File: src/rtl/tmds_pkg.sv
// Shared TMDS definitions: symbol modes, control/TERC4 code tables, stage-1 bundle.
// Pure declarations; no timing or backpressure of its own.
package tmds_pkg;

  typedef enum logic [1:0] {
    MODE_CTRL  = 2'b00,
    MODE_VIDEO = 2'b01,
    MODE_TERC4 = 2'b10,
    MODE_RSVD  = 2'b11
  } mode_e;

  // Symbols written as [9:0]; bit 0 leaves the serialiser first.
  localparam logic [9:0] CTRL_SYM_00 = 10'b1101010100;
  localparam logic [9:0] CTRL_SYM_01 = 10'b0010101011;
  localparam logic [9:0] CTRL_SYM_10 = 10'b0101010100;
  localparam logic [9:0] CTRL_SYM_11 = 10'b1010101011;
  localparam logic [9:0] RESET_SYM   = CTRL_SYM_00;

  localparam logic [9:0] TERC4_TABLE [16] = '{
    10'b1010011100, 10'b1001100011, 10'b1011100100, 10'b1011100010,
    10'b0101110001, 10'b0100011110, 10'b0110001110, 10'b0100111100,
    10'b1011001100, 10'b0100111001, 10'b0110011100, 10'b1011000110,
    10'b1010001110, 10'b1001110001, 10'b0101100011, 10'b1011000011
  };

  typedef struct packed {
    mode_e      mode;
    logic [1:0] ctrl;
    logic [3:0] nib;
    logic [8:0] qm;
  } s1_t;

  function automatic logic [3:0] popcount8(input logic [7:0] v);
    logic [3:0] n;
    n = 4'd0;
    for (int i = 0; i < 8; i++) n = n + {3'b000, v[i]};
    return n;
  endfunction

  function automatic logic [9:0] ctrl_sym(input logic [1:0] c);
    logic [9:0] s;
    unique case (c)
      2'b00:   s = CTRL_SYM_00;
      2'b01:   s = CTRL_SYM_01;
      2'b10:   s = CTRL_SYM_10;
      default: s = CTRL_SYM_11;
    endcase
    return s;
  endfunction

endpackage

File: src/rtl/tmds_qm_stage.sv
// One channel's transition-minimisation stage (XOR/XNOR chain), 1 clock, registered.
// Free-running: accepts one byte every clock, no stall.
module tmds_qm_stage
  import tmds_pkg::*;
(
  input  logic       clk_i,
  input  logic       rst_n_i,
  input  mode_e      mode_i,
  input  logic [7:0] data_i,
  input  logic [1:0] ctrl_i,
  output s1_t        s1_o
);

  s1_t        s1_d, s1_q;
  logic [3:0] ones;
  logic       use_xnor;

  assign ones = popcount8(data_i);

  always_comb begin
    logic b;
    b        = data_i[0];
    use_xnor = (ones > 4'd4) || (ones == 4'd4 && !data_i[0]);
    s1_d     = '0;
    s1_d.mode  = mode_i;
    s1_d.ctrl  = ctrl_i;
    s1_d.nib   = data_i[3:0];
    s1_d.qm[0] = b;
    for (int i = 1; i < 8; i++) begin
      b = use_xnor ? ~(b ^ data_i[i]) : (b ^ data_i[i]);
      s1_d.qm[i] = b;
    end
    s1_d.qm[8] = ~use_xnor;
  end

  // Reset state decodes to the control 00 symbol downstream.
  always_ff @(posedge clk_i or negedge rst_n_i) begin
    if (!rst_n_i) begin
      s1_q <= '{mode: MODE_CTRL, ctrl: 2'b00, nib: 4'h0, qm: 9'h0};
    end else begin
      s1_q <= s1_d;
    end
  end

  assign s1_o = s1_q;

endmodule

File: src/rtl/tmds_encoder_mc.sv
// Multi-channel TMDS encoder: video/control/TERC4 symbols, 2-clock latency.
// No handshake: one symbol per channel per clock, never stalls.
module tmds_encoder_mc
  import tmds_pkg::*;
#(
  parameter int NUM_CH = 3
) (
  input  logic                 clk_in,
  input  logic                 rst_n_in,
  input  logic [1:0]           mode_in,
  input  logic [NUM_CH*8-1:0]  data_in,
  input  logic [NUM_CH*2-1:0]  ctrl_in,
  output logic [NUM_CH*10-1:0] tmds_out
);

  s1_t               s1    [NUM_CH];
  logic [9:0]        sym_d [NUM_CH];
  logic [9:0]        sym_q [NUM_CH];
  logic signed [5:0] cnt_d [NUM_CH];
  logic signed [5:0] cnt_q [NUM_CH];

  for (genvar ch = 0; ch < NUM_CH; ch++) begin : g_ch
    tmds_qm_stage u_qm (
      .clk_i   (clk_in),
      .rst_n_i (rst_n_in),
      .mode_i  (mode_e'(mode_in)),
      .data_i  (data_in[ch*8 +: 8]),
      .ctrl_i  (ctrl_in[ch*2 +: 2]),
      .s1_o    (s1[ch])
    );
    assign tmds_out[ch*10 +: 10] = sym_q[ch];
  end

  // Disparity decision uses the current cnt; diff is N1-N0 of q_m[7:0].
  always_comb begin
    logic [3:0]        n1;
    logic              q8;
    logic [7:0]        qm;
    logic signed [5:0] diff;
    n1   = '0;
    q8   = 1'b0;
    qm   = '0;
    diff = '0;
    for (int ch = 0; ch < NUM_CH; ch++) begin
      sym_d[ch] = RESET_SYM;
      cnt_d[ch] = '0;
      qm   = s1[ch].qm[7:0];
      q8   = s1[ch].qm[8];
      n1   = popcount8(qm);
      diff = $signed({1'b0, n1, 1'b0}) - 6'sd8;
      unique case (s1[ch].mode)
        MODE_VIDEO: begin
          if (cnt_q[ch] == 6'sd0 || n1 == 4'd4) begin
            sym_d[ch] = {~q8, q8, q8 ? qm : ~qm};
            cnt_d[ch] = q8 ? cnt_q[ch] + diff : cnt_q[ch] - diff;
          end else if ((cnt_q[ch] > 6'sd0 && n1 > 4'd4) ||
                       (cnt_q[ch] < 6'sd0 && n1 < 4'd4)) begin
            sym_d[ch] = {1'b1, q8, ~qm};
            cnt_d[ch] = cnt_q[ch] + (q8 ? 6'sd2 : 6'sd0) - diff;
          end else begin
            sym_d[ch] = {1'b0, q8, qm};
            cnt_d[ch] = cnt_q[ch] + diff - (q8 ? 6'sd0 : 6'sd2);
          end
        end
        MODE_TERC4: sym_d[ch] = TERC4_TABLE[s1[ch].nib];
        default:    sym_d[ch] = ctrl_sym(s1[ch].ctrl);
      endcase
    end
  end

  always_ff @(posedge clk_in or negedge rst_n_in) begin
    if (!rst_n_in) begin
      for (int ch = 0; ch < NUM_CH; ch++) begin
        sym_q[ch] <= RESET_SYM;
        cnt_q[ch] <= '0;
      end
    end else begin
      for (int ch = 0; ch < NUM_CH; ch++) begin
        sym_q[ch] <= sym_d[ch];
        cnt_q[ch] <= cnt_d[ch];
      end
    end
  end

endmodule

File: config.mk
export PLATFORM = sky130hd
export DESIGN_NAME = tmds_encoder_mc
export DESIGN_NICKNAME = d
export VERILOG_FILES = /design/src/rtl/tmds_pkg.sv /design/src/rtl/tmds_qm_stage.sv /design/src/rtl/tmds_encoder_mc.sv
export SDC_FILE = /design/constraint.sdc
export NUM_CORES = 1
export LEC_CHECK = 0
export BUFFER_PORTS_ARGS = -buffer_cell sky130_fd_sc_hd__buf_2
export CAP_MARGIN = 10
export CORE_MARGIN = 1.5
export CORE_UTILIZATION = 57
export DETAILED_ROUTE_END_ITERATION = 10
export PLACE_DENSITY = 0.79
export SLEW_MARGIN = 20
export SYNTH_ARGS = -nofsm -noshare
export SYNTH_HDL_FRONTEND = slang
export SYNTH_SLANG_ARGS = --single-unit
File: constraint.sdc
create_clock -name clk_in -period 8.9 [get_ports clk_in]
set_input_delay 1.335 -clock clk_in [delete_from_list [all_inputs] [get_ports clk_in]]
set_output_delay 1.335 -clock clk_in [all_outputs]
set_load 0.01 [all_outputs]
==> flow_summary.ini, run 1 <==
[synth]
synth.area.top_cells = dfrtp_1, ha_1, fa_1
synth.net_count = 1014
ys_ff_latch = 89
async_flop_share_pct = 100
synth-seq-area-share_pct = 27.9
synthCells = 834
synth_top_area_share_pct = 23.0
syn_avg_cell_area_um2 = 9.66
ys_types = 65
syn_area_um2 = 8060
yosys.area.top_type = dfrtp_1
synthFlopType = dfrtp_1
yosysMostFrequentCell = inv_1
yosysWarnings = 0
ys_top_cells_by_count = inv_1, ha_1, dfrtp_1
synth-edff-count = 0

[clock_network]
cts_hold_buf = 0
post-cts-setup-buffers = 0
cts-root-buf = clkbuf_16
cts_tree = done
cts_resized = 0
path_clk_slew_ns = 0.06
cts_max_path_buffers = 2
clk_latency_ns = 0.35
numCtsBuffers = 9
clock_sinks = 89
htree_levels = 3

[worst_setup_path]
r2r_cells = 14
crit_family = adder cells
crit_chain = inv_1, fa_1, fa_1, fa_1, inv_1, ha_1, fa_1, xor2_1, ha_1, or3b_2, o21ai_1, and2_1, nor4_1, or3_1
path_max_fanout = 13
r2r-start = g_ch[1].u_qm.s1_o[9]
cp_slowest_cell = fa_1
cp.arrival_ns = 5.69
reg2reg_slack_ns = 3.43
r2r_end = tmds_out[17]
cpMostUsedCell = fa_1
cp-endpoint = tmds_out[17]
path_class = register to register
start_kind = register
path_buf_inv = 2
endpoint_kind = register
worstSetupStartpoint = g_ch[1].u_qm.s1_o[9]
cp.required_ns = 9.13
cpPeakStageDelay_ns = 0.59
path_depth = 14

[global_routing]
grt_pass1_wl_um = 29600
track_usage_pct = 25.5
grt-ovfl-total = 0
first_global_vias = 6256
antenna_found_initial = 0
grt_max_degree = 51

[floorplanning]
num_io_pins = 64
fp.dieW_um = 122
initial_utilization_pct = 58.3
core_area_um2 = 13800
rows = 43
fp.dieH_um = 122
die_area_um2 = 14900

[timing]
period_share_pct = 61.4
relSlewSlack_pct = 41.6
setup_viol = 0
finClkSkew_ns = 0.00869
max_freq_ghz = 0.183
final.setup.tns_ns = 0
fin_crit_ns = 5.47
drv_slew = 0
tightest_slew_ns = 0.876
final-hold-violation-count = 0
rsz0062_at_grt = false

[min_path]
worstHoldPathType = register to register

[routing]
vias = 6166
firstDrtPassIters = 5
met1_length_um = 7810
wl_um = 17800
drc_errors = 0
wl_met2_um = 8580
viasPerCell = 5.75
dr.first_iter.drc_count = 365
postRouteAntennaNets = 0
wl_per_cell_um = 16.6
route.met3.wl_um = 860
top_layer = met4

[placed_design]
io_buffer_count = 63
hpwl_um = 13600
placed_cell_area_um2 = 8520
gp_congestion = 0.921

[finish]
fin_area_um2 = 8880
area_growth_pct = 10.2
layout-drive-gt1-share_pct = 12.8
fill_cells = 1091
antenna_cells = 0
fin_nets = 1068

[run]
cap_violations = 0

[run_status]
status = complete, no violations
layout make-up:
class / instances / area, um^2 / area share [%]
multi-input combinational: 597 / 5250 / 59.1
clock buffer: 12 / 256 / 2.89
timing repair buffer: 65 / 333 / 3.75
sequential: 89 / 2250 / 25.3
clock inverter: 4 / 98.8 / 1.11
tap: 180 / 225 / 2.54
inverter: 126 / 473 / 5.33
cell usage in the layout (no fill, tap or decap), drive strengths merged, types with 6 or more instances in the layout:
cell type,count
nor2,43
o221ai,14
dfstp,15
clkbuf,12
xnor2,57
a21oi,52
o211ai,14
o21bai,7
buf,65
ha,104
o21ai,45
xor2,21
nand2b,6
o31ai,8
nor2b,9
nand2,32
inv,126
fa,42
nand3,7
nor3b,13
and2,6
mux2i,10
dfrtp,74
a211oi,14
a31oi,8
or4,8
metrics by stage:
stage / setup WS (ns) / util (%) / cells / hold WS [ns]
after floorplan: 4.01 / - / 834 / 0.514
after global placement: 3.74 / 61.6 / 1057 / 0.557
after detailed placement: 3.61 / 61.6 / 1057 / 0.547
after CTS: 3.51 / 64.2 / 1073 / 0.556
after global routing: 3.18 / 64.2 / 1073 / 0.606
final: 3.43 / 64.2 / 1073 / 0.559
sequential cells by signal, summed over array words and instances (netlist names):
register / cells
g_ch.u_qm.s1_o: 44
tmds_out: 30
cnt_q: 15
worst min-delay path by stage:
stage	startpoint	endpoint	slack (ns)	cells after the start
after floorplan	g_ch[1].u_qm.s1_o[6]	tmds_out[16]	0.51	2
after global placement	g_ch[1].u_qm.s1_o[6]	tmds_out[16]	0.56	2
after detailed placement	g_ch[1].u_qm.s1_o[6]	tmds_out[16]	0.55	2
after CTS	g_ch[1].u_qm.s1_o[6]	tmds_out[16]	0.56	2
after global routing	g_ch[1].u_qm.s1_o[6]	tmds_out[16]	0.61	2
final	g_ch[1].u_qm.s1_o[6]	tmds_out[16]	0.56	2
kinds of logic after synthesis:
logic type / synth area share (%)
compound gates: 17.3
simple gates: 10.2
buf+inv: 7.01
fa+ha+maj: 26.6
flops: 27.9
xor+xnor: 9.32
mux: 1.69
worst reg2reg max path: cells and delay by family (launching register included):
family	cells	cell delay, ns
flip-flops	1	0.55
AND/OR/NAND/NOR	4	1.41
adder cells (fa/ha/maj)	6	2.42
buffers and inverters	2	0.28
AO/OA/AOI/OAI	1	0.41
XOR/XNOR	1	0.28
per-layer routing:
layer	vias up	GRT usage (%)
li1	2958	-
met5	-	0
met3	46	4.82
met4	0	10.8
met2	178	42.1
met1	2984	33.0
Power of run 1 is left out: the tool's default activity adds up to more than one toggle a clock period on the data nets, which glitch-free logic cannot reach.
==> run 2, diff against run 1 <==
==> constraint.sdc (replaced) <==
create_clock -name clk_in -period 5.55 [get_ports clk_in]
set_input_delay 0.8325 -clock clk_in [delete_from_list [all_inputs] [get_ports clk_in]]
set_output_delay 0.8325 -clock clk_in [all_outputs]
set_load 0.01 [all_outputs]
==> run 2 against run 1 <==
  * Clock skew hardly changed
  * Die area unchanged
  * Core utilization decreased by 0.45 points
  * Worst hold slack got worse by 0.27 ns
  * First-iteration DRC count rose by 13%
  * Fmax increased by 6.2%
  * Critical path type unchanged
  * Critical endpoint is now tmds_out[10]
  * Largest cell class unchanged
  * Highest routed layer unchanged
==> flow_summary.ini, run 2 (synthesis results as in run 1) <==
[finish]
fin_nets = 1072
layout_common_cells = inv_1, ha_1, dfrtp_1
final_util_pct = 63.7
antenna_cells = 0
layout-drive-gt1-share_pct = 12.9
multi_input_area_um2 = 5250
fill_cells = 1129
largest_register_ffs = 44
final-seq-area_um2 = 2250
fin_area_um2 = 8810
area_growth_pct = 9.43
layout_commonest_cell = inv_1

[worst_setup_path]
path_class = register to register
crit_chain = inv_1, fa_1, fa_1, fa_1, inv_1, ha_1, fa_1, xor2_1, ha_1, or3b_2, o21ai_1, buf_4, a211oi_1, a221oi_1, o31ai_1
crit_family = adder cells
cp.arrival_ns = 5.36
start_kind = register
cp_slowest_cell = fa_1
path_buf_inv = 3
path_max_fanout = 10
cpPeakStageDelay_ns = 0.59
endpoint_kind = register
cpMostUsedCell = fa_1
cp.required_ns = 5.77

[timing]
finClkSkew_ns = 0.00899
relSlewSlack_pct = 40.9
max_freq_ghz = 0.194
setup_viol = 0
tightest_slew_ns = 0.886
period_share_pct = 92.8
rsz0062_at_grt = false
fin_crit_ns = 5.15
final.setup.tns_ns = 0
setup_ws_ns = 0.401
drv_slew = 0
final-hold-violation-count = 0

[placed_design]
io_buffer_count = 63
dp_slack_ns = 0.485
gp_congestion = 0.925
placed_cell_area_um2 = 8550
hpwl_um = 13800

[run]
cap_violations = 0

[routing]
postRouteAntennaNets = 0
dr.first_iter.drc_count = 414
vias = 6164
met1_length_um = 7950
route.met3.wl_um = 777
wl_per_cell_um = 16.7
firstDrtPassIters = 5
drc_errors = 0
top_layer = met4
wl_um = 18000
wl_met2_um = 8840
viasPerCell = 5.72

[floorplanning]
initial_utilization_pct = 58.3
die_area_um2 = 14900
num_io_pins = 64
rows = 43
fp.dieH_um = 122
core_area_um2 = 13800
fp.dieW_um = 122

[clock_network]
htree_levels = 3
post-cts-setup-buffers = 0
cts_hold_buf = 0
cts-root-buf = clkbuf_16
numCtsBuffers = 9
clk_latency_ns = 0.36
cts_tree = done
path_clk_slew_ns = 0.07
cts_max_path_buffers = 2
cts_resized = 0
clock_sinks = 89

[global_routing]
antenna_found_initial = 0
grt_pass1_wl_um = 30000
grt-ovfl-total = 0
first_global_vias = 6204
grt_max_degree = 83
track_usage_pct = 26.0

[run_status]
status = complete, no violations

[min_path]
worstHoldPathType = primary input to async pin
## run 2: cell types whose count changed in the layout (fill, tap and decap cells not counted), sizes merged
cell      change
bufinv        -3
clkinv        +2
clkinvlp      +1
buf           +4
## run 2: worst paths after layout
kind	start	to	slack, ns	cells after the start
worst max-delay path	g_ch[1].u_qm.s1_o[9]	tmds_out[10]	0.40	15
min in group clk_in	g_ch[1].u_qm.s1_o[6]	tmds_out[16]	0.57	2
worst max register to register	g_ch[1].u_qm.s1_o[9]	tmds_out[10]	0.40	15
max in group asynchronous	rst_n_in	tmds_out[13]	4.32	2
worst min register to register	g_ch[1].u_qm.s1_o[6]	tmds_out[16]	0.57	2
worst min-delay path	rst_n_in	cnt_q[13]	0.29	1
## run 2: layer usage
layer | track usage, % | up-vias
li1 | - | 2969
met5 | 0 | -
met4 | 9.63 | 0
met1 | 33.9 | 3005
met3 | 3.56 | 27
met2 | 44.0 | 163
## run 2: final cells by class
class,count,share of cell area [%]
Multi-Input combinational cell,597,59.5
Clock inverter,4,0.256
Tap cell,180,2.56
Clock buffer,12,2.68
Sequential cell,89,25.5
Timing Repair Buffer,69,4.16
Inverter,126,5.37
## run 2: through the flow
step	std cells	hold WS (ns)
floorplan	834	0.514
global placement	1061	0.558
detailed placement	1061	0.555
CTS	1077	0.283
global route	1077	0.292
finish	1077	0.290
Power of run 2 is left out for the same reason.
